[config.mk]
export PLATFORM = sky130hd
export DESIGN_NAME = i2s_transceiver
export DESIGN_NICKNAME = d
export VERILOG_FILES = /design/src/rtl/i2s_transceiver.sv
export SDC_FILE = /design/constraint.sdc
export NUM_CORES = 1
export LEC_CHECK = 0
export ABC_AREA = 1
export CAP_MARGIN = 30
export CORE_UTILIZATION = 50
export CTS_CLUSTER_SIZE = 8
export DETAILED_ROUTE_END_ITERATION = 8
export PLACE_DENSITY_LB_ADDON = 0.05
export SLEW_MARGIN = 10
export SYNTH_ARGS = -nofsm -noshare
export SYNTH_HDL_FRONTEND = slang
export SYNTH_SLANG_ARGS = --single-unit
[constraint.sdc]
create_clock -name clk -period 11.7 [get_ports clk]
set_clock_uncertainty 0.05 [all_clocks]
set_input_delay 1.755 -clock clk [delete_from_list [all_inputs] [get_ports clk]]
set_output_delay 1.755 -clock clk [all_outputs]
set_load 0.02 [all_outputs]
[src/rtl/i2s_transceiver.sv]
// i2s_transceiver: I2S master transceiver for the FIR audio path.
// Generates mclk/sclk/lrck from clk using one frame counter. The receiver
// turns the serial ADC stream into stereo sample pairs. The transmitter
// sends stereo DAC samples, which the core hands over through a one-deep
// holding register with a valid/ready handshake.
// Optional feature macro: I2S_LOOPBACK_EN adds a 'loopback' input. When it
// is high, the receiver samples the internal dac bit instead of the adc pin.
module i2s_transceiver #(
    parameter int SAMPLE_WIDTH = 24,
    parameter int SLOT_WIDTH   = 32,
    parameter int MCLK_DIV     = 4,
    parameter int SCLK_RATIO   = 4
) (
    input  logic                    clk,
    input  logic                    reset,
    input  logic                    enable,
    output logic                    mclk,
    output logic                    sclk,
    output logic                    lrck,
    input  logic                    adc,
    output logic                    dac,
    output logic [SAMPLE_WIDTH-1:0] adcLeft,
    output logic [SAMPLE_WIDTH-1:0] adcRight,
    output logic                    adcValid,
    input  logic [SAMPLE_WIDTH-1:0] dacLeft,
    input  logic [SAMPLE_WIDTH-1:0] dacRight,
    input  logic                    dacValid,
    output logic                    dacReady,
    output logic                    dacUnderrun
`ifdef I2S_LOOPBACK_EN
    ,
    input  logic                    loopback
`endif
);

    localparam int P     = MCLK_DIV * SCLK_RATIO;
    localparam int FRAME = 2 * SLOT_WIDTH * P;
    localparam int FCW   = $clog2(FRAME);
    localparam int SW    = SAMPLE_WIDTH;

    localparam logic [FCW-1:0] C_FC_MAX = FCW'(FRAME - 1);
    localparam logic [FCW-1:0] C_MDIV   = FCW'(MCLK_DIV);
    localparam logic [FCW-1:0] C_MHALF  = FCW'(MCLK_DIV / 2);
    localparam logic [FCW-1:0] C_P      = FCW'(P);
    localparam logic [FCW-1:0] C_PHALF  = FCW'(P / 2);
    localparam logic [FCW-1:0] C_SLOT   = FCW'(SLOT_WIDTH);
    localparam logic [FCW-1:0] C_SW     = FCW'(SAMPLE_WIDTH);
    localparam logic [SW-1:0]  C_ONE    = SW'(1);

    // Handshake: a sample pair transfers on any clk edge where dacValid && dacReady.
    // dacReady is high whenever the holding register is empty. dacValid is ignored
    // while the register is full, and the offer may be held or withdrawn freely.

    logic [FCW-1:0] r_fc;
    logic           r_mclk;
    logic           r_sclk;
    logic           r_lrck;
    logic           r_dac;
    logic           r_hold_full;
    logic [SW-1:0]  r_hold_left;
    logic [SW-1:0]  r_hold_right;
    logic [SW-1:0]  r_tx_left;
    logic [SW-1:0]  r_tx_right;
    logic           r_underrun;
    logic [SW-1:0]  r_rx_sr;
    logic [SW-1:0]  r_rx_left;
    logic [SW-1:0]  r_adc_left;
    logic [SW-1:0]  r_adc_right;
    logic           r_adc_valid;

    logic [FCW-1:0] w_fc_next;
    logic           w_frame_start;
    logic           w_accept;

    // Next-count view: the registered outputs are computed from it, so they line up with r_fc.
    logic [FCW-1:0] w_nx_bit_idx;
    logic           w_nx_right;
    logic [FCW-1:0] w_nx_pos;
    logic           w_nx_data;
    logic [SW-1:0]  w_nx_word;
    logic [SW-1:0]  w_nx_mask;
    logic           w_nx_bit;

    // Current-count view: the receiver uses it.
    logic [FCW-1:0] w_cur_bit_idx;
    logic           w_cur_right;
    logic [FCW-1:0] w_cur_pos;
    logic           w_cur_data;
    logic [SW-1:0]  w_cur_mask;
    logic           w_rx_in;
    logic           w_rx_strobe;
    logic           w_rx_last_right;
    logic [SW-1:0]  w_rx_word;

    assign w_fc_next     = !enable ? '0 : ((r_fc == C_FC_MAX) ? '0 : r_fc + 1'b1);
    assign w_frame_start = enable && (r_fc == '0);
    assign w_accept      = dacValid && !r_hold_full;

    // Position k carries sample bit SW-k (one-bit I2S delay). Positions 0 and >SW carry 0.
    assign w_nx_bit_idx = w_fc_next / C_P;
    assign w_nx_right   = w_nx_bit_idx >= C_SLOT;
    assign w_nx_pos     = w_nx_bit_idx % C_SLOT;
    assign w_nx_data    = (w_nx_pos != '0) && (w_nx_pos <= C_SW);
    assign w_nx_word    = w_nx_right ? r_tx_right : r_tx_left;
    assign w_nx_mask    = C_ONE << (C_SW - w_nx_pos);
    assign w_nx_bit     = w_nx_data && (|(w_nx_word & w_nx_mask));

    assign w_cur_bit_idx = r_fc / C_P;
    assign w_cur_right   = w_cur_bit_idx >= C_SLOT;
    assign w_cur_pos     = w_cur_bit_idx % C_SLOT;
    assign w_cur_data    = (w_cur_pos != '0) && (w_cur_pos <= C_SW);
    assign w_cur_mask    = C_ONE << (C_SW - w_cur_pos);

`ifdef I2S_LOOPBACK_EN
    assign w_rx_in = loopback ? r_dac : adc;
`else
    assign w_rx_in = adc;
`endif

    // Sample mid-bit, on the clk edge where sclk rises.
    assign w_rx_strobe     = enable && w_cur_data && ((r_fc % C_P) == C_PHALF);
    assign w_rx_last_right = w_rx_strobe && w_cur_right && (w_cur_pos == C_SW);
    assign w_rx_word       = (r_rx_sr & ~w_cur_mask) | ({SW{w_rx_in}} & w_cur_mask);

    assign mclk        = r_mclk;
    assign sclk        = r_sclk;
    assign lrck        = r_lrck;
    assign dac         = r_dac;
    assign adcLeft     = r_adc_left;
    assign adcRight    = r_adc_right;
    assign adcValid    = r_adc_valid;
    assign dacReady    = ~r_hold_full;
    assign dacUnderrun = r_underrun;

    // Frame counter: runs through one stereo frame while enabled, held at 0 otherwise.
    always_ff @(posedge clk or posedge reset) begin
        if (reset) begin
            r_fc <= '0;
        end else begin
            r_fc <= w_fc_next;
        end
    end

    // Serial clocks and data bit. A zero count yields all-low, which gives the idle state.
    always_ff @(posedge clk or posedge reset) begin
        if (reset) begin
            r_mclk <= 1'b0;
            r_sclk <= 1'b0;
            r_lrck <= 1'b0;
            r_dac  <= 1'b0;
        end else begin
            r_mclk <= (w_fc_next % C_MDIV) >= C_MHALF;
            r_sclk <= (w_fc_next % C_P) >= C_PHALF;
            r_lrck <= w_nx_right;
            r_dac  <= w_nx_bit;
        end
    end

    // Holding register and TX sample registers. An empty holding register at frame start repeats the old pair.
    always_ff @(posedge clk or posedge reset) begin
        if (reset) begin
            r_hold_full  <= 1'b0;
            r_hold_left  <= '0;
            r_hold_right <= '0;
            r_tx_left    <= '0;
            r_tx_right   <= '0;
            r_underrun   <= 1'b0;
        end else begin
            r_underrun <= w_frame_start && !r_hold_full;
            if (w_frame_start && r_hold_full) begin
                r_tx_left   <= r_hold_left;
                r_tx_right  <= r_hold_right;
                r_hold_full <= 1'b0;
            end else if (w_accept) begin
                r_hold_left  <= dacLeft;
                r_hold_right <= dacRight;
                r_hold_full  <= 1'b1;
            end
        end
    end

    // Receiver: assemble each slot bit by bit, then publish the stereo pair after the right LSB.
    always_ff @(posedge clk or posedge reset) begin
        if (reset) begin
            r_rx_sr     <= '0;
            r_rx_left   <= '0;
            r_adc_left  <= '0;
            r_adc_right <= '0;
            r_adc_valid <= 1'b0;
        end else begin
            r_adc_valid <= w_rx_last_right;
            if (!enable) begin
                r_rx_sr   <= '0;
                r_rx_left <= '0;
            end else if (w_rx_strobe) begin
                r_rx_sr <= w_rx_word;
                if (!w_cur_right && (w_cur_pos == C_SW)) begin
                    r_rx_left <= w_rx_word;
                end
                if (w_rx_last_right) begin
                    r_adc_left  <= r_rx_left;
                    r_adc_right <= w_rx_word;
                end
            end
        end
    end

endmodule

## Word-level counts from Yosys, hierarchy flattened

Cells that the tools add are included.
W data, S select, Z words.

- Add/subtract/negate cells: 3
- Order comparisons: 6
- Equality and inequality tests: 5
- Shift operators: 2
- Muxes and demuxes: 10
- Bitwise logic cells: 7
- Reductions and logical operators: 22

Operators with widths:

| cell | number |
|---|---|
| $mux W24 | 6 |
| $and A24 B24 Y24 | 3 |
| $shl A1 B10 Y24 const A | 2 |
| $not A24 Y24 | 1 |
| $or A24 B24 Y24 | 1 |
| $reduce_or A24 Y1 | 1 |
| $mux W10 | 2 |
| $reduce_bool A10 Y1 | 2 |
| $ge A6 B6 Y1 const B | 2 |
| $logic_and A1 B1 Y1 | 12 |
| $sub A5 B5 Y6 const A | 2 |
| $add A10 B1 Y10 const B | 1 |
| $eq A10 B10 Y1 const B | 1 |
| $le A5 B5 Y1 const B | 2 |
| $logic_not A10 Y1 | 1 |
| $eq A5 B5 Y1 const B | 1 |
| $eq A4 B4 Y1 const B | 1 |
| $ge A4 B4 Y1 const B | 1 |
| $ne A2 B1 Y1 const B | 2 |
| $reduce_and A2 Y1 | 2 |
| $reduce_and A3 Y1 | 1 |
| $ge A2 B2 Y1 const B | 1 |
| $logic_not A1 Y1 | 2 |
| $mux W1 | 2 |
| other kinds (2) | 3 |

- Bits in registers: 209
- Input port bits: 53
- Output and inout port bits: 55
- Word-level logic and storage cells: 71

## Depth between registers and ports, before layout

- Depth in word-level cells: 8
- Mapped depth: 19
- Depth with buffers taken out: 18

## Worst setup path after synthesis

OpenSTA, ideal clock, no wires.

- Kind: input-to-reg
- Start: in enable
- End: reg r_dac, in the netlist dac
- Library setup time: 0.123 ns
- Arrival time: 3.351 ns
- Data required time: 11.527 ns
- Path slack: 8.176 ns
- Cell stages on the path: 13
- Buffers on the path: 2
- Path through: buf_2 > nand4_1 > ha_1 > clkbuf_1 > inv_1 > nand3_1 > a21oi_1 > nor2_1 > nand3_1 > nand2_1 > nand2_1 > nor2_1 > a21oi_1

- Longest elaborated chain between the ends: 6
- Elaborated cells between the ends (all ways): 11
- Those cells by class: 1 x add/sub; 2 x order compare; 1 x shift; 2 x mux; 1 x bitwise; 4 x reduce/logical

Ends and longest elaborated chain:

| what | line | RTL |
|---|---|---|
| start, declared | 16 | `input logic enable,` |
| $mux W10 * | 95 | `assign w_fc_next = !enable ? '0 : ((r_fc == C_FC_MAX) ? '0 : r_fc + 1'b1);` |
| $sub A5 B5 Y6 / $ge A6 B6 Y1 (equally long branches) | 105, 101 |  |
| $shl A1 B10 Y24 / $mux W24 (equally long branches) | 105, 104 |  |
| $and A24 B24 Y24 | 106 | `assign w_nx_bit = w_nx_data && (\|(w_nx_word & w_nx_mask));` |
| $reduce_or A24 Y1 | 106 |  |
| $logic_and A1 B1 Y1 * | 106 |  |
| net w_nx_bit | 82 | `logic w_nx_bit;` |
| end signal, assigned | 155 | `r_dac <= w_nx_bit;` |
| end, declared | 58 | `logic r_dac;` |

The timed path passes the listed nets; every way through them passes the cells marked *.
A chain may end at the register's enable or synchronous reset.

## Worst setup path in the final report

- Start: in enable
- End: reg r_adc_right[6], in the netlist adcRight[6]

- Longest elaborated chain between the ends: 5

Ends and longest elaborated chain:

| what | line | RTL |
|---|---|---|
| $logic_and A1 B1 Y1 (2 in a row) | 121 | `assign w_rx_strobe = enable && w_cur_data && ((r_fc % C_P) == C_PHALF);` |
| $logic_and A1 B1 Y1 (2 in a row) | 122 | `assign w_rx_last_right = w_rx_strobe && w_cur_right && (w_cur_pos == C_SW);` |
| net w_rx_last_right | 92 | `logic w_rx_last_right;` |
| $reduce_and A3 Y1 (no line) | - |  |
| end signal, assigned | 202 | `r_adc_right <= w_rx_word;` |
| end, declared | 68 | `logic [SW-1:0] r_adc_right;` |

The timed path passes the listed nets, and every way through them passes these cells.

==> run summary <==
The initial antenna violation count came to 0. The worst-skew pair later-pin latency is between 0.5 and 0.6 ns. Grouping stages by cell kind, the critical path spends the most delay in buffers and inverters. The library cells used most frequently in the layout, excluding fill and tap cells, are sky130_fd_sc_hd__nand2_1, sky130_fd_sc_hd__dfrtp_1, sky130_fd_sc_hd__inv_1, sky130_fd_sc_hd__o21ai_0, sky130_fd_sc_hd__clkdlybuf4s50_1. The depth of the worst hold-timing path is 2. In this run the critical register-to-register path is captured at adcRight[6]. Of all cell types, the one taking the most synthesized area is sky130_fd_sc_hd__dfrtp_1. The area of the core is 17360 um^2. The synthesized area divided by synthesized cell count came out at 8.624 um^2. The pin slew with the least headroom to its limit is 0.8668 ns. After the last flow step, the layout net total stands at 1190. The critical path goes through clkdlybuf4s50_1, nand3_1, a211oi_2, inv_2, nor3_4, inv_2, buf_4, nand2_1, o21ai_0.

The minimum period implied by the final worst setup slack is 3.977 ns. The placer's final routability congestion estimate is ~0.88. The post-placement cell count came out at 1326. The floorplan has 48 rows. The number of buffer cells added on primary ports is about 110. The clock net in this run drives a total of 207 sinks. After clock tree synthesis, the setup repair step added 0 buffers. The initial core utilization came out at 51.53%. The number of hold violations in the final report is 0. The clock network accounts for 37.6% of the total power. The internal power is roughly 0.0014 W.

The share of total power in sequential cells came out at 49.2%. The total CTS buffers is 29. In this run the critical register-to-register path is launched from r_fc[4]. The worst setup slack after placement is 7.179 ns.

Dividing the detail-routed via count by the number of cells gives 5.150. Setup total negative slack on the finished layout was measured at 0 ns. The filler cells instantiated in the layout total 1536. The setup-violating endpoint count in the final report is 0. The worst reg-to-reg setup slack is 8.53 ns.

The sequential element share of the synthesized area is 57.92%. Leaving out fill and tap cells, the most frequent cell in the layout is sky130_fd_sc_hd__nand2_1. The hold-fix buffer count after cts came out at 0.

The clock transition at the registers of the reported paths came out at roughly 0.05 ns. The longest individual stage delay on the worst path is 0.82 ns. The first routing iteration left 493 violations. The number of I/O pins is about 110.

The data arrival time at the worst-slack endpoint came out at 4.30 ns. The top-area cell type share of the netlist area came out at 57.92%. The number of cells traversed by the worst register-to-register path is 12. The combinational fraction of design power is around an eighth. The worst-path maximum fanout is 89. For this design the total switching power over the nets is 0.0005158 W. The via count is 6989. The first-pass GRT wire length is between 30 and 40 mm.

The clock tree buffer depth is 3. The number of max-capacitance violations reported is 0. Entering global routing, the biggest net connects 123 pins. The number of distinct library cells after synthesis came out at 34. The path class of the tightest hold or removal check is reg2reg. STA classifies the critical path endpoint as a flop.

In the synthesized netlist, the number of instances is slightly above 1000. In this run the clock root is driven by a sky130_fd_sc_hd__clkbuf_16. In this run the horizontal extent of the chip is 135.7 um. The end of the worst hold path is adcLeft[2].

The run finished with clean final reports. The finished layout holds 1357 standard cells, fillers aside. The power density normalized to cell area came out at 174.8 nW/um^2.

The design draws 0.001909 W. The via count of the first global-routing pass is 6502. The final worst setup slack is 7.723 ns.

The synthesis-to-finish area growth is 22.06%. Setup repair after global routing left no endpoint under its margin. The total wire length came out at 19.66 mm. The post-cts gate resize count came out at 0.

Counting every net in the synthesized netlist gives between 1000 and 1500. The count of nets left with antenna violations once routing finished came out at 0. The per-cell routed wire length is 14.49 um. The first detailed-routing pass ran for 5 iterations. The library cell contributing the largest single delay on the critical path is sky130_fd_sc_hd__clkdlybuf4s50_1. For this run, design rule violations remaining after detail routing come to 0.

The fmax is 251.4 MHz. During synthesis, Yosys emitted a total of 0 warnings. The die extent in y came out at 135.7 um. The global-route congestion overflow total came out at 0.

The leakage power summed over all cells came out at 5.193 nW. The HPWL after detailed placement is 13.16 mm. After synthesis the netlist holds a flip-flop and latch count of just over 200.

The count of pins over their slew limit came out at 0. Net switching is around 27% of the power. The maximum VDD drop is 0.1339 mV. Sorting the synthesized cells by area gives the leading types as sky130_fd_sc_hd__dfrtp_1, sky130_fd_sc_hd__nand2_1, sky130_fd_sc_hd__o21ai_0. The number of buffers and inverters on the critical path is 4. The global-route usage over all layers came out at 22.21%. The deepest level of the CTS H-tree came out at 1. The critical path is of the in2reg type. The worst endpoint required time is 12.02 ns. The share of the clock period used by the worst path after layout came out at 33.99%. The most used cell along the critical path is sky130_fd_sc_hd__inv_2. The number of antenna repair diodes is 0. The combined area of all synthesized cells came out at 8944 um^2. TritonCTS built the clock tree.

The post-route netlist has ~6% of its cells at a drive strength greater than 1. The worst setup path is launched from an input port. The worst slew slack as a fraction of its limit came out at 42.21%. The worst hold path begins at adcLeft[2]. The full die area is 18430 um^2.
[cell families after synthesis]
| logic type | count (synthesis) | synth area share [%] |
|---|---|---|
| flops | 207 | 57.92 |
| compound gates | 231 | 13.63 |
| xor+xnor | 4 | 0.4758 |
| mux | 3 | 0.3358 |
| simple gates | 403 | 18.98 |
| buf+inv | 184 | 7.960 |
| fa+ha+maj | 5 | 0.6995 |
[area by class of cell]
type	count	area [um^2]	share of cell area (%)
flip-flops and latches	207	5180	47.45
multi-input cells	646	3059	28.02
repair buffers	112	1129	10.34
clock buffers	30	729.5	6.682
inverters	136	518.0	4.745
well taps	225	281.5	2.579
clock inverters	1	20.02	0.1834
[power groups by stage]
| stage | combinational (W) | sequential [W] | clock (W) |
|---|---|---|---|
| after CTS | 0.000259 | 0.000938 | 0.000736 |
| after floorplan | 0.000187 | 0.000914 | 0 |
| final | 0.000252 | 0.000938 | 0.000718 |
| after global routing | 0.000297 | 0.000950 | 0.000766 |
| after detailed placement | 0.000256 | 0.000948 | 0 |
| after global placement | 0.000248 | 0.000948 | 0 |
[worst max-delay path by stage]
stage | startpoint | slack (ns) | endpoint | cells after the start
CTS | enable | 7.74 | adcLeft[17] | 9
floorplan | reset | 4.24 | adcLeft[0] | 1
detailed placement | enable | 7.18 | adcLeft[3] | 9
global placement | enable | 7.22 | adcRight[0] | 9
finish | enable | 7.72 | adcRight[6] | 9
global route | enable | 7.48 | adcRight[20] | 9
[synthesized netlist by cell type (all sizes together)]
library cell  count
a211oi            1
a21oi            62
a31oi             2
buf              18
clkbuf           30
dfrtp           207
ha                5
inv             136
mux2i             3
nand2           242
nand3            33
nand4            14
nor2             98
nor3              8
nor4              6
o21a              1
o21ai           126
o22ai            38
o31ai             1
or2               2
xnor2             1
xor2              3
[through the flow]
stage | hold WS (ns) | utilization (%) | cell area [um^2]
final | 0.4166 | 62.90 | 10920
after global routing | 0.4429 | 62.90 | 10920
after CTS | 0.4207 | 62.90 | 10920
after detailed placement | 0.4083 | 58.58 | 10170
after global placement | 0.4040 | 58.42 | 10140
after floorplan | 0.3876 | - | 8944
[routing by layer]
metal | global-route usage (%) | vias to the layer above | part of all wire (%)
met5 | 0 | - | 0
met4 | 7.491 | 0 | 2.5
met3 | 3.479 | 41 | 4.1
met2 | 36.88 | 163 | 49
met1 | 29.68 | 3263 | 45
li1 | - | 3522 | -
[flip-flops by register name (all words and copies together) (netlist names)]
register / cells
dacUnderrun: 1
r_tx_left: 24
r_tx_right: 24
mclk: 1
lrck: 1
adcRight: 24
adcValid: 1
r_fc: 9
r_rx_sr: 24
adcLeft: 24
r_hold_left: 24
r_hold_full: 1
r_hold_right: 24
r_rx_left: 24
dac: 1
[worst reg2reg max path: stages (launching register included)]
cell and delay (ns):
sky130_fd_sc_hd__dfrtp_1 0.45, sky130_fd_sc_hd__inv_1 0.13, sky130_fd_sc_hd__ha_1 0.17, sky130_fd_sc_hd__inv_1 0.04
sky130_fd_sc_hd__nor2_1 0.24, sky130_fd_sc_hd__inv_2 0.10, sky130_fd_sc_hd__nor3_2 0.26, sky130_fd_sc_hd__a211oi_2 0.07
sky130_fd_sc_hd__inv_2 0.43, sky130_fd_sc_hd__nor3_4 0.14, sky130_fd_sc_hd__inv_2 0.07, sky130_fd_sc_hd__buf_4 0.55
sky130_fd_sc_hd__o21ai_0 0.30
Power figures use the tool's default switching activity.
